===== src/rtl/e1of2_channel_deserializer.sv =====
// e1of2_channel_deserializer
// Receives a 4-phase dual-rail (e1of2) token stream.
// Both rails are synchronized into clk, and the enable handshake is driven back to the sender.
// Received bits are packed LSB-first into WIDTH-bit words.
// Complete words are buffered in a small FIFO and presented on a valid/ready stream.
`timescale 1ns/1ps
module e1of2_channel_deserializer #(
    parameter int WIDTH       = 8,
    parameter int SYNC_STAGES = 2,
    parameter int FIFO_DEPTH  = 4
) (
    input  logic                          clk,
    input  logic                          rst_n,
    input  logic                          l_d0,
    input  logic                          l_d1,
    output logic                          l_e,
    output logic                          out_valid,
    input  logic                          out_ready,
    output logic [WIDTH-1:0]              out_data,
    output logic [$clog2(FIFO_DEPTH):0]   fifo_level,
    output logic                          proto_err
);

    localparam int PTR_W = $clog2(FIFO_DEPTH);
    localparam int LVL_W = PTR_W + 1;
    localparam int CNT_W = $clog2(WIDTH + 1);

    localparam logic [LVL_W-1:0] LVL_ZERO = LVL_W'(0);
    localparam logic [LVL_W-1:0] LVL_ONE  = LVL_W'(1);
    localparam logic [LVL_W-1:0] LVL_FULL = LVL_W'(FIFO_DEPTH);
    localparam logic [PTR_W-1:0] PTR_ONE  = PTR_W'(1);
    localparam logic [CNT_W-1:0] CNT_ZERO = CNT_W'(0);
    localparam logic [CNT_W-1:0] CNT_ONE  = CNT_W'(1);
    localparam logic [CNT_W-1:0] CNT_DONE = CNT_W'(WIDTH);

    typedef enum logic [1:0] {
        ST_ACCEPT  = 2'd0,
        ST_NEUTRAL = 2'd1,
        ST_STALL   = 2'd2
    } state_t;

    // Rail synchronizers: stage 0 samples the pin, the last stage feeds the FSM.
    logic [SYNC_STAGES-1:0] d0_sync_r;
    logic [SYNC_STAGES-1:0] d1_sync_r;
    logic                   s0_s;
    logic                   s1_s;

    // Handshake FSM state.
    state_t                 state_r;
    logic [WIDTH-1:0]       word_r;
    logic [CNT_W-1:0]       bitcnt_r;
    logic                   l_e_r;
    logic                   proto_err_r;

    // Word FIFO state.
    logic [WIDTH-1:0]       mem_r [FIFO_DEPTH];
    logic [PTR_W-1:0]       wr_ptr_r;
    logic [PTR_W-1:0]       rd_ptr_r;
    logic [LVL_W-1:0]       count_r;
    logic                   out_valid_r;
    logic [WIDTH-1:0]       out_data_r;

    // Combinational helpers.
    logic                   neutral_s;
    logic                   word_done_s;
    logic                   pop_s;
    logic                   space_s;
    logic                   push_s;
    logic [LVL_W-1:0]       count_nxt_s;
    logic [PTR_W-1:0]       rd_ptr_inc_s;
    logic [WIDTH-1:0]       head_nxt_s;

    assign s0_s         = d0_sync_r[SYNC_STAGES-1];
    assign s1_s         = d1_sync_r[SYNC_STAGES-1];
    assign neutral_s    = !s0_s && !s1_s;
    assign word_done_s  = (bitcnt_r == CNT_DONE);
    assign pop_s        = out_valid_r && out_ready;
    // A pop in the same cycle frees the slot the push needs.
    assign space_s      = (count_r != LVL_FULL) || pop_s;
    assign rd_ptr_inc_s = rd_ptr_r + PTR_ONE;

    assign l_e          = l_e_r;
    assign proto_err    = proto_err_r;
    assign out_valid    = out_valid_r;
    assign out_data     = out_data_r;
    assign fifo_level   = count_r;

    // Shift both asynchronous rails through the synchronizer chains.
    always_ff @(posedge clk or negedge rst_n) begin
        if (!rst_n) begin
            d0_sync_r <= {SYNC_STAGES{1'b0}};
            d1_sync_r <= {SYNC_STAGES{1'b0}};
        end else begin
            d0_sync_r <= {d0_sync_r[SYNC_STAGES-2:0], l_d0};
            d1_sync_r <= {d1_sync_r[SYNC_STAGES-2:0], l_d1};
        end
    end

    // Decide when a completed word enters the FIFO.
    always_comb begin
        push_s = 1'b0;
        case (state_r)
            ST_NEUTRAL: push_s = neutral_s && word_done_s && space_s;
            ST_STALL:   push_s = space_s;
            default:    push_s = 1'b0;
        endcase
    end

    // Compute the next FIFO occupancy from push/pop.
    always_comb begin
        count_nxt_s = count_r;
        case ({push_s, pop_s})
            2'b10:   count_nxt_s = count_r + LVL_ONE;
            2'b01:   count_nxt_s = count_r - LVL_ONE;
            default: count_nxt_s = count_r;
        endcase
    end

    // Compute the next head word so that out_data can be a plain register.
    always_comb begin
        head_nxt_s = out_data_r;
        if (push_s && ((count_r == LVL_ZERO) || (pop_s && (count_r == LVL_ONE)))) begin
            head_nxt_s = word_r;
        end else if (pop_s && (count_r > LVL_ONE)) begin
            head_nxt_s = mem_r[rd_ptr_inc_s];
        end else begin
            head_nxt_s = out_data_r;
        end
    end

    // Handshake FSM: accept a token, wait for neutral, hand the word to the FIFO.
    always_ff @(posedge clk or negedge rst_n) begin
        if (!rst_n) begin
            state_r     <= ST_ACCEPT;
            word_r      <= {WIDTH{1'b0}};
            bitcnt_r    <= CNT_ZERO;
            l_e_r       <= 1'b1;
            proto_err_r <= 1'b0;
        end else begin
            case (state_r)
                ST_ACCEPT: begin
                    if (s0_s ^ s1_s) begin
                        // Right shift from the MSB leaves the first bit at bit 0.
                        word_r   <= {s1_s, word_r[WIDTH-1:1]};
                        bitcnt_r <= bitcnt_r + CNT_ONE;
                        state_r  <= ST_NEUTRAL;
                        l_e_r    <= 1'b0;
                    end else if (s0_s && s1_s) begin
                        proto_err_r <= 1'b1;
                        state_r     <= ST_NEUTRAL;
                        l_e_r       <= 1'b0;
                    end else begin
                        state_r <= ST_ACCEPT;
                        l_e_r   <= 1'b1;
                    end
                end
                ST_NEUTRAL: begin
                    if (neutral_s) begin
                        if (word_done_s && !space_s) begin
                            state_r <= ST_STALL;
                            l_e_r   <= 1'b0;
                        end else if (word_done_s) begin
                            word_r   <= {WIDTH{1'b0}};
                            bitcnt_r <= CNT_ZERO;
                            state_r  <= ST_ACCEPT;
                            l_e_r    <= 1'b1;
                        end else begin
                            state_r <= ST_ACCEPT;
                            l_e_r   <= 1'b1;
                        end
                    end else begin
                        state_r <= ST_NEUTRAL;
                        l_e_r   <= 1'b0;
                    end
                end
                ST_STALL: begin
                    if (space_s) begin
                        word_r   <= {WIDTH{1'b0}};
                        bitcnt_r <= CNT_ZERO;
                        state_r  <= ST_ACCEPT;
                        l_e_r    <= 1'b1;
                    end else begin
                        state_r <= ST_STALL;
                        l_e_r   <= 1'b0;
                    end
                end
                default: begin
                    state_r  <= ST_ACCEPT;
                    word_r   <= {WIDTH{1'b0}};
                    bitcnt_r <= CNT_ZERO;
                    l_e_r    <= 1'b1;
                end
            endcase
        end
    end

    // FIFO storage, pointers, occupancy and the registered head/valid outputs.
    always_ff @(posedge clk or negedge rst_n) begin
        if (!rst_n) begin
            for (int i = 0; i < FIFO_DEPTH; i++) begin
                mem_r[i] <= {WIDTH{1'b0}};
            end
            wr_ptr_r    <= {PTR_W{1'b0}};
            rd_ptr_r    <= {PTR_W{1'b0}};
            count_r     <= LVL_ZERO;
            out_valid_r <= 1'b0;
            out_data_r  <= {WIDTH{1'b0}};
        end else begin
            if (push_s) begin
                mem_r[wr_ptr_r] <= word_r;
                wr_ptr_r        <= wr_ptr_r + PTR_ONE;
            end else begin
                wr_ptr_r <= wr_ptr_r;
            end
            if (pop_s) begin
                rd_ptr_r <= rd_ptr_inc_s;
            end else begin
                rd_ptr_r <= rd_ptr_r;
            end
            count_r     <= count_nxt_s;
            out_valid_r <= (count_nxt_s != LVL_ZERO);
            out_data_r  <= head_nxt_s;
        end
    end

endmodule


===== config.mk =====
export PLATFORM = sky130hd
export DESIGN_NAME = e1of2_channel_deserializer
export DESIGN_NICKNAME = d
export VERILOG_FILES = /design/src/rtl/e1of2_channel_deserializer.sv
export SDC_FILE = /design/constraint.sdc
export NUM_CORES = 1
export LEC_CHECK = 0
export ABC_AREA = 1
export CORE_MARGIN = 4
export CORE_UTILIZATION = 54
export DETAILED_ROUTE_END_ITERATION = 10
export GPL_ROUTABILITY_DRIVEN = 0
export HOLD_SLACK_MARGIN = 0.03
export PLACE_DENSITY_LB_ADDON = 0.08
export SKIP_CTS_REPAIR_TIMING = 1
export SLEW_MARGIN = 15
export SYNTH_ARGS = -nofsm -noshare
export SYNTH_HDL_FRONTEND = slang
export SYNTH_SLANG_ARGS = --single-unit
export TNS_END_PERCENT = 20

===== constraint.sdc =====
create_clock -name clk -period 2.84 [get_ports clk]
set_input_delay 0.426 -clock clk [delete_from_list [all_inputs] [get_ports clk]]
set_output_delay 0.426 -clock clk [all_outputs]
set_load 0.1 [all_outputs]

Word level (Yosys, flattened, before mapping)
Cells that the tools add are included.
Storage, ports and cells
  memory bits (writable): 0
  bits of input ports: 5
  output and inout bits: 14
  memories: 0
  latch bits: 0
  logic and storage cells: 96
  flip-flop bits (word level): 68
  memory bits (read-only): 0
Operators by class
  $add $sub $neg: 5
  shift-type cells: 0
  equal/unequal tests: 12
  div/mod/pow operators: 0
  bitwise logic cells: 4
  mux-type cells: 34
  $lt $le $gt $ge: 4
  multipliers: 0
  reduce and logical (&&, ||, !) cells: 21
Operators by type and width (count)
  2-to-1 mux 8 bit: 10
  bitwise mux 32 bit: 1
  case mux 8 bit (3 select lines): 1
  2-to-1 mux 4 bit: 5
  binary-select mux 8 bit (select 2 bit): 1
  demux 8 bit (select 2 bit): 1
  case mux 4 bit (3 select lines): 1
  logical AND 1 bit: 10
  inequality test 2 bit, second input constant: 5
  2-to-1 mux 1 bit: 7
  greater-or-equal comparator 3 bit, second input constant: 2
  2-to-1 mux 2 bit: 3
  NOT 2 -> 3 bit: 2
  case mux 2 bit (3 select lines): 1
  case mux 3 bit (2 select lines): 1
  AND reduction 5 bit: 1
  adder 2 x 1 -> 2 bit, second input constant: 2
  adder 4 x 1 -> 4 bit, second input constant: 1
  equality test 2 x 1 -> 1 bit, second input constant: 2
  equality test 2 bit, second input constant: 2
  equality test 4 bit, second input constant: 1
  adder 3 x 1 -> 3 bit, second input constant: 1
  equality test 3 x 1 -> 1 bit, second input constant: 1
  greater-than comparator 3 x 1 -> 1 bit, second input constant: 1
  other kinds (14): 17

Longest topological paths before layout
Gate-level depths: netlist of run 1.
  depth after elaboration: 8
  mapped depth: 16
  mapped depth without buffers: 15

Worst setup path after synthesis of run 1
Ideal clock, no wire load.
  path type: register -> register
  from: reg count_r[0] (netlist: fifo_level[0])
  to: reg out_valid_r (netlist: out_valid)
  setup time: 0.118 ns
  stages on the path, launching flop included: 14
  setup slack: -0.117 ns
  buffers on the path: 2
  data arrival time: 2.839 ns
  cell sequence: dfrtp_1 -> inv_1 -> ha_1 -> nand2_1 -> inv_1 -> a21oi_4 -> nand2_2 -> buf_6 -> buf_6 -> ha_1 -> o211ai_1 -> o21ai_0 -> nor2_1 -> nand2_1
Between the ends
  word-level cells in the longest chain between the ends: 7
  elaborated cells between the ends (all ways): 10
  classes of those cells: add/sub (2); eq/ne (3); mux (2); reduce/logical (3)
RTL lines
  start: declaration: line 59  | logic [LVL_W-1:0] count_r;
  start signal: assignment: line 220  | count_r <= count_nxt_s;
  inequality test 3 bit: line 79  | assign space_s = (count_r != LVL_FULL) || pop_s;
  logical OR 1 bit: line 79
  logical AND 1 bit: line 103  | ST_NEUTRAL: push_s = neutral_s && word_done_s && space_s;
  case mux 1 bit (2 select lines): line 102  | case (state_r)
  equality test 2 x 1 -> 1 bit / equality test 2 bit (equally long branches): line 112  | case ({push_s, pop_s})
  case mux 3 bit (2 select lines) *: line 112
  named net count_nxt_s[0]: line 69  | logic [LVL_W-1:0] count_nxt_s;
  nonzero test 3 bit *: line 221  | out_valid_r <= (count_nxt_s != LVL_ZERO);
  end signal: assignment: line 221
  end: declaration: line 60  | logic out_valid_r;
The timed path passes the listed nets; every way through them passes the cells marked *.
A chain may end at the register's enable or synchronous reset.

Worst setup path in the final report of run 1
  from: reg count_r[0] (netlist: fifo_level[0])
  to: reg out_valid_r (netlist: out_valid)
Between the ends
  word-level cells in the longest chain between the ends: 7
  elaborated cells between the ends (all ways): 10
  classes of those cells: add/sub (2); eq/ne (3); mux (2); reduce/logical (3)
RTL lines
  inequality test 3 bit *: line 79
  logical OR 1 bit *: line 79
  logical AND 1 bit: line 103
  case mux 1 bit (2 select lines) *: line 102
  named net push_s: line 68  | logic push_s;
  equality test 2 x 1 -> 1 bit / equality test 2 bit (equally long branches): line 112
  case mux 3 bit (2 select lines) *: line 112
  named net count_nxt_s[0]: line 69
  nonzero test 3 bit *: line 221
Marks and branches as above.

==> flow_metrics.tcl, run 1 <==
set metrics [dict create \
    status "finished, final reports clean" \
    cp-endpoint "out_valid" \
    cts.htree.levels 3 \
    ys_ff_latch 68 \
    grt_first_pass_wirelength_um 13410 \
    synth.area.top_cells "dfrtp_1 (48%), nand2_1 (20%), ha_1 (6.8%)" \
    hold_viol 0 \
    drc 0 \
    critPathArrivalTime_ns 2.43 \
    track_usage_pct 22.42 \
    synthCells 430 \
    crit_top_cell "inv_1" \
    fp-row-count 29 \
    hold_path_class "input pin to async pin" \
    end_kind "register" \
    start_kind "register" \
    area_growth_pct 11.38 \
    ir_worst_vdd_mv 0.7472 \
    worst_r2r_path_depth 13 \
    startpoint "fifo_level[0]" \
    grt_max_degree 38 \
    die_x_um 88.35 \
    cp_max_fo 10 \
    ys_types 32 \
    vias 2787 \
    drt-initial-drc-count 161 \
    clk_pin_slew_ns 0.07 \
    finalNonFillerCells 535 \
    cts_root_buf "clkbuf_8" \
    power_density_nw_per_um2 745.5 \
    critPathBufInv 4 \
    timing.reg2reg.setup_slack_ns 0.70 \
    synth_nets 454 \
    yosysTopAreaCellShare_pct 48.10 \
    timing.rr.end "out_valid" \
    clkLatencyLatePin_ns 0.34 \
    die_area_um2 7805 \
    clock_path_buffers 2 \
    antenna_found_initial 0 \
    dp.cells 519 \
    yosysTopAreaCell "dfrtp_1" \
    cap_violations 0 \
    crit_family "compound AO/OA/AOI/OAI gates" \
    fin_area_um2 3882 \
    core_um2 6314 \
    avgRoutedWirePerCell_um 14.22 \
    worst_clock_skew_ns 0.005725 \
    setup_tns_ns 0 \
    drv_slew 0 \
    start_util_pct 55.21 \
    rr_startpoint "fifo_level[0]" \
    yosysWarnings 0 \
    ys_seq_area_share_pct 48.85 \
    dp_slack_ns 0.4677 \
    numCtsBuffers 9 \
    cp_slowest_cell "dfrtp_2" \
    via_per_inst 5.209 \
    rsz0062_at_grt "false" \
    synthesis.area_um2 3486 \
    worst_pin_slew_ns 0.6594 \
    cp_cell_sequence "inv_1 > ha_1 > nand2_1 > inv_1 > a21oi_4 > nand2_2 > inv_1 > ha_1 > inv_1 > o211ai_1 > o21ai_0 > nor2_1 > nand2_1" \
    setup_viol 0 \
    nFillCells 568 \
    required_ns 3.13 \
    port_buffers 18 \
    crit_type "register to register" \
    grt_pass1_vias 2709 \
    dp_hpwl_um 5185 \
    fmax_mhz 466.8 \
    synth_area_per_cell_um2 8.107 \
    grt.overflow.total 0 \
    path_depth 13 \
    finalCriticalPeriod_ns 2.142 \
    fin_crit_sh_pct 75.44 \
    cts_tree "done" \
    nets 477 \
    die_y_um 88.35 \
    cpPeakStageDelay_ns 0.39 \
    drive_above_1_share_pct 10.92 \
    io_pins 19 \
    layout_setup_ws_ns 0.6976 \
    p_leak_nw 2.058 \
    numClockSinks 68 \
    first_pass_iters 4 \
    placed_cell_area_um2 3704 \
    antennaDiodeCount 0 \
    slew-limit-headroom_pct 55.92 \
    drt_wl_total_um 7608 \
    ant_nets 0 \
]
-- cell families after synthesis --
| group | after synthesis | share of synthesized area (%) |
|---|---|---|
| AND/OR/NAND/NOR | 230 | 27.60 |
| flip-flops | 68 | 48.85 |
| AO/OA/AOI/OAI | 65 | 10.27 |
| buffers and inverters | 44 | 5.455 |
| adder cells (fa/ha/maj) | 19 | 6.820 |
| XOR/XNOR | 4 | 1.005 |
-- cell usage after synthesis, drive strengths merged --
| cell type | count |
|---|---|
| nand3 | 23 |
| o211ai | 3 |
| clkbuf | 5 |
| nor3b | 1 |
| or2 | 2 |
| o221ai | 1 |
| dfrtp | 67 |
| nor3 | 1 |
| clkinv | 1 |
| a21oi | 11 |
| ha | 19 |
| o21ai | 48 |
| dfstp | 1 |
| nor2 | 10 |
| inv | 30 |
| a22o | 1 |
| nand4 | 8 |
| a21o | 1 |
| xor2 | 4 |
| nand2 | 185 |
| buf | 8 |
-- worst min-delay path by stage --
stage | startpoint | slack (ns) | endpoint
floorplan | rst_n | 0.13 | bitcnt_r[0]
global placement | d1_sync_r[0] | 0.33 | d1_sync_r[1]
detailed placement | d1_sync_r[0] | 0.34 | d1_sync_r[1]
CTS | rst_n | 0.13 | fifo_level[0]
global route | rst_n | 0.15 | out_valid
finish | rst_n | 0.1 | out_valid
-- layout make-up --
| cell class | instances | area (µm²) | share of cell area [%] |
|---|---|---|---|
| Timing Repair Buffer | 25 | 192.7 | 4.963 |
| Multi-Input combinational cell | 318 | 1593 | 41.02 |
| Inverter | 31 | 116.4 | 2.997 |
| Sequential cell | 68 | 1705 | 43.93 |
| Clock inverter | 4 | 23.77 | 0.6123 |
| Tap cell | 77 | 96.34 | 2.481 |
| Clock buffer | 12 | 155.1 | 3.996 |
-- layer usage --
| metal | track usage, % | routed length (µm) | share of wire [%] | vias to the layer above |
|---|---|---|---|---|
| met5 | 0 | 0 | 0 | - |
| met4 | 8.104 | 99 | 1.3 | 0 |
| met3 | 3.352 | 348 | 4.6 | 11 |
| met2 | 33.92 | 3355 | 44 | 54 |
| met1 | 32.83 | 3805 | 50 | 1293 |
| li1 | - | - | - | 1429 |
-- sequential cells by signal (all words and copies together) (netlist names), 2 cells and up --
register,flops
rd_ptr_r,2
fifo_level,3
wr_ptr_r,2
out_data,8
word_r,8
state_r,2
d1_sync_r,2
mem_r,32
bitcnt_r,4
d0_sync_r,2
-- stage by stage --
step	utilization (%)	total power [mW]	hold slack (ns)
after floorplan	-	1.904	0.1304
after global placement	58.66	2.169	0.3314
after detailed placement	58.66	2.180	0.3358
after CTS	61.49	2.907	0.1296
after global routing	61.49	3.078	0.1514
final	61.49	2.895	0.09727
-- layout by cell type (no fill, tap or decap), types with 10 or more instances in the layout --
cell type and instances:
buf_4 21, ha_1 19, dfrtp_1 65, o21ai_0 39, nand3_1 22, clkbuf_8 11
inv_1 30, a21oi_1 10, nand2_1 183
-- report_power, final --
| part | internal, mW | leakage [nW] | switching, mW |
|---|---|---|---|
| Clock | 0.362 | 0.0961 | 0.369 |
| Sequential | 1.06 | 0.903 | 0.113 |
| Combinational | 0.236 | 1.06 | 0.755 |
| Total | 1.66 | 2.06 | 1.24 |
Note: power is estimated with default switching activity, not from simulation.
==> inputs of run 2 (changes only) <==
Clock period 2.84 ns to 1.98 ns, I/O delays scaled along.
==> run 2 against run 1 <==
Flip-flop and latch count stayed put. Register-to-register slack worse by 0.58 ns. Sequential power is 46% higher. Critical endpoint unchanged. Highest routed layer unchanged. Global-route usage is 0.43 points lower. Total power is 49% higher. Critical path type unchanged. Combinational power is 63% higher. Clock skew is 0.0023 ns higher. Wire length is 0.68% higher. Critical path depth stayed put. Setup slack worse by 0.58 ns. Non-clock buffer count is 13 higher.
==> flow_metrics.tcl, run 2 (synthesis gave the netlist of run 1 again) <==
set metrics [dict create \
    status "finished, final reports clean" \
    first_pass_iters 5 \
    ant_nets 0 \
    layout_setup_ws_ns 0.1152 \
    cts.htree.levels 3 \
    fin_util_pct 64.07 \
    dp_hpwl_um 5372 \
    finalCriticalPeriod_ns 1.865 \
    vias 2906 \
    cap_violations 0 \
    grt_max_degree 49 \
    core_um2 6314 \
    cts_tree "done" \
    drv_slew 0 \
    startpoint "fifo_level[0]" \
    power_density_nw_per_um2 1067 \
    p_leak_nw 2.111 \
    area_growth_pct 16.04 \
    drc 0 \
    timing.rr.end "out_valid" \
    die_x_um 88.35 \
    cts_root_buf "clkbuf_8" \
    antennaDiodeCount 0 \
    clock_path_buffers 2 \
    track_usage_pct 21.98 \
    via_per_inst 5.303 \
    drt_wl_total_um 7660 \
    rsz0062_at_grt "true" \
    fmax_mhz 536.2 \
    power_mw 4.317 \
    setup_tns_ns 0 \
    hold_path_class "register to register" \
    numClockSinks 68 \
    drt-initial-drc-count 170 \
    required_ns 2.21 \
    cp-endpoint "out_valid" \
    ir_worst_vdd_mv 0.9961 \
    mostFrequentLayoutCell "nand2_1" \
    grt.overflow.total 0 \
    setup_viol 0 \
    end_kind "register" \
    antenna_found_initial 0 \
    fin_crit_sh_pct 94.18 \
    worst_pin_slew_ns 0.4761 \
    rr_startpoint "fifo_level[0]" \
    drive_above_1_share_pct 15.50 \
    largest_reg_flops 32 \
    worst_clock_skew_ns 0.008071 \
    start_util_pct 55.21 \
    clkLatencyLatePin_ns 0.34 \
    grt_first_pass_wirelength_um 13030 \
    hold_viol 0 \
    grt_pass1_vias 2738 \
    numCtsBuffers 9 \
    crit_type "register to register" \
    nFillCells 555 \
    fp-row-count 29 \
    io_pins 19 \
    cp_max_fo 5 \
    start_kind "register" \
    timing.reg2reg.setup_slack_ns 0.12 \
    dp_slack_ns 0.02320 \
    slew-limit-headroom_pct 68.14 \
    die_y_um 88.35 \
    top_register "mem_r" \
    critPathArrivalTime_ns 2.10 \
    mostFrequentLayoutCells "nand2_1 (181), dfrtp_1 (63), o21ai_0 (37), buf_4 (32), inv_1 (25)" \
    worst_r2r_path_depth 13 \
    avgRoutedWirePerCell_um 13.98 \
    port_buffers 18 \
    clk_pin_slew_ns 0.07 \
    nets 490 \
    die_area_um2 7805 \
]
==> run 2: cell count changes in the layout (fill, tap and decap cells not counted), sizes merged <==
| cell | before | now |
|---|---|---|
| buf | 22 | 34 |
| clkbuf | 12 | 13 |
| dlygate4sd3 | 0 | 1 |
| clkinv | 5 | 4 |
==> run 2: power by group <==
part	internal [mW]	switching (mW)	total, mW	leakage, nW
sequential	1.53	0.177	1.71	0.900
clock	0.484	0.504	0.988	0.0872
combinational	0.477	1.14	1.62	1.12
total	2.49	1.82	4.32	2.11
==> run 2: final cells by class <==
cell class | count | area (µm²) | area share (%)
Sequential cell | 68 | 1713 | 42.34
Tap cell | 77 | 96.34 | 2.382
Inverter | 31 | 121.4 | 3.000
Multi-Input combinational cell | 318 | 1645 | 40.67
Clock inverter | 3 | 15.01 | 0.3712
Clock buffer | 13 | 148.9 | 3.681
Timing Repair Buffer | 38 | 305.3 | 7.547
==> run 2: how the worst min path moves through the flow <==
stage,startpoint,to,slack [ns],depth (start not counted)
finish,d0_sync_r[0],d0_sync_r[1],0.35,0
global route,d0_sync_r[0],d0_sync_r[1],0.36,0
CTS,rst_n,d0_sync_r[0],-0.05,2
detailed placement,rst_n,mem_r[0],0.32,2
global placement,rst_n,mem_r[0],0.31,2
floorplan,rst_n,bitcnt_r[0],0.001,0
==> run 2: metrics by stage <==
stage,instance area (µm²),hold WS [ns],std cells
2_1_floorplan,3545,0.001409,430
3_3_place_gp,3829,0.3145,527
4_1_cts,3993,-0.05090,543
6_report,4045,0.3524,548
3_5_place_dp,3829,0.3201,527
5_1_grt,4045,0.3601,548
==> run 2: critical path, cell delays in order, from the launching register on <==
cell and delay, ns:
dfrtp_4 0.50, inv_4 0.09, ha_4 0.13, nand2_2 0.05
inv_2 0.08, a21oi_4 0.06, nand2_2 0.11, inv_2 0.06
ha_4 0.26, inv_2 0.05, o211ai_1 0.07, o21ai_1 0.11
nor2_1 0.12, nand2_1 0.06
==> run 2: routing by layer <==
layer  share of wire [%]  routed length (µm)  vias up  global-route usage [%]
li1                    -                   -     1457                       -
met1                  48                3642     1371                   29.37
met2                  46                3504       63                   35.15
met3                 4.6                 356       15                   4.562
met4                 2.0                 157        0                   8.791
met5                   0                   0        -                       0
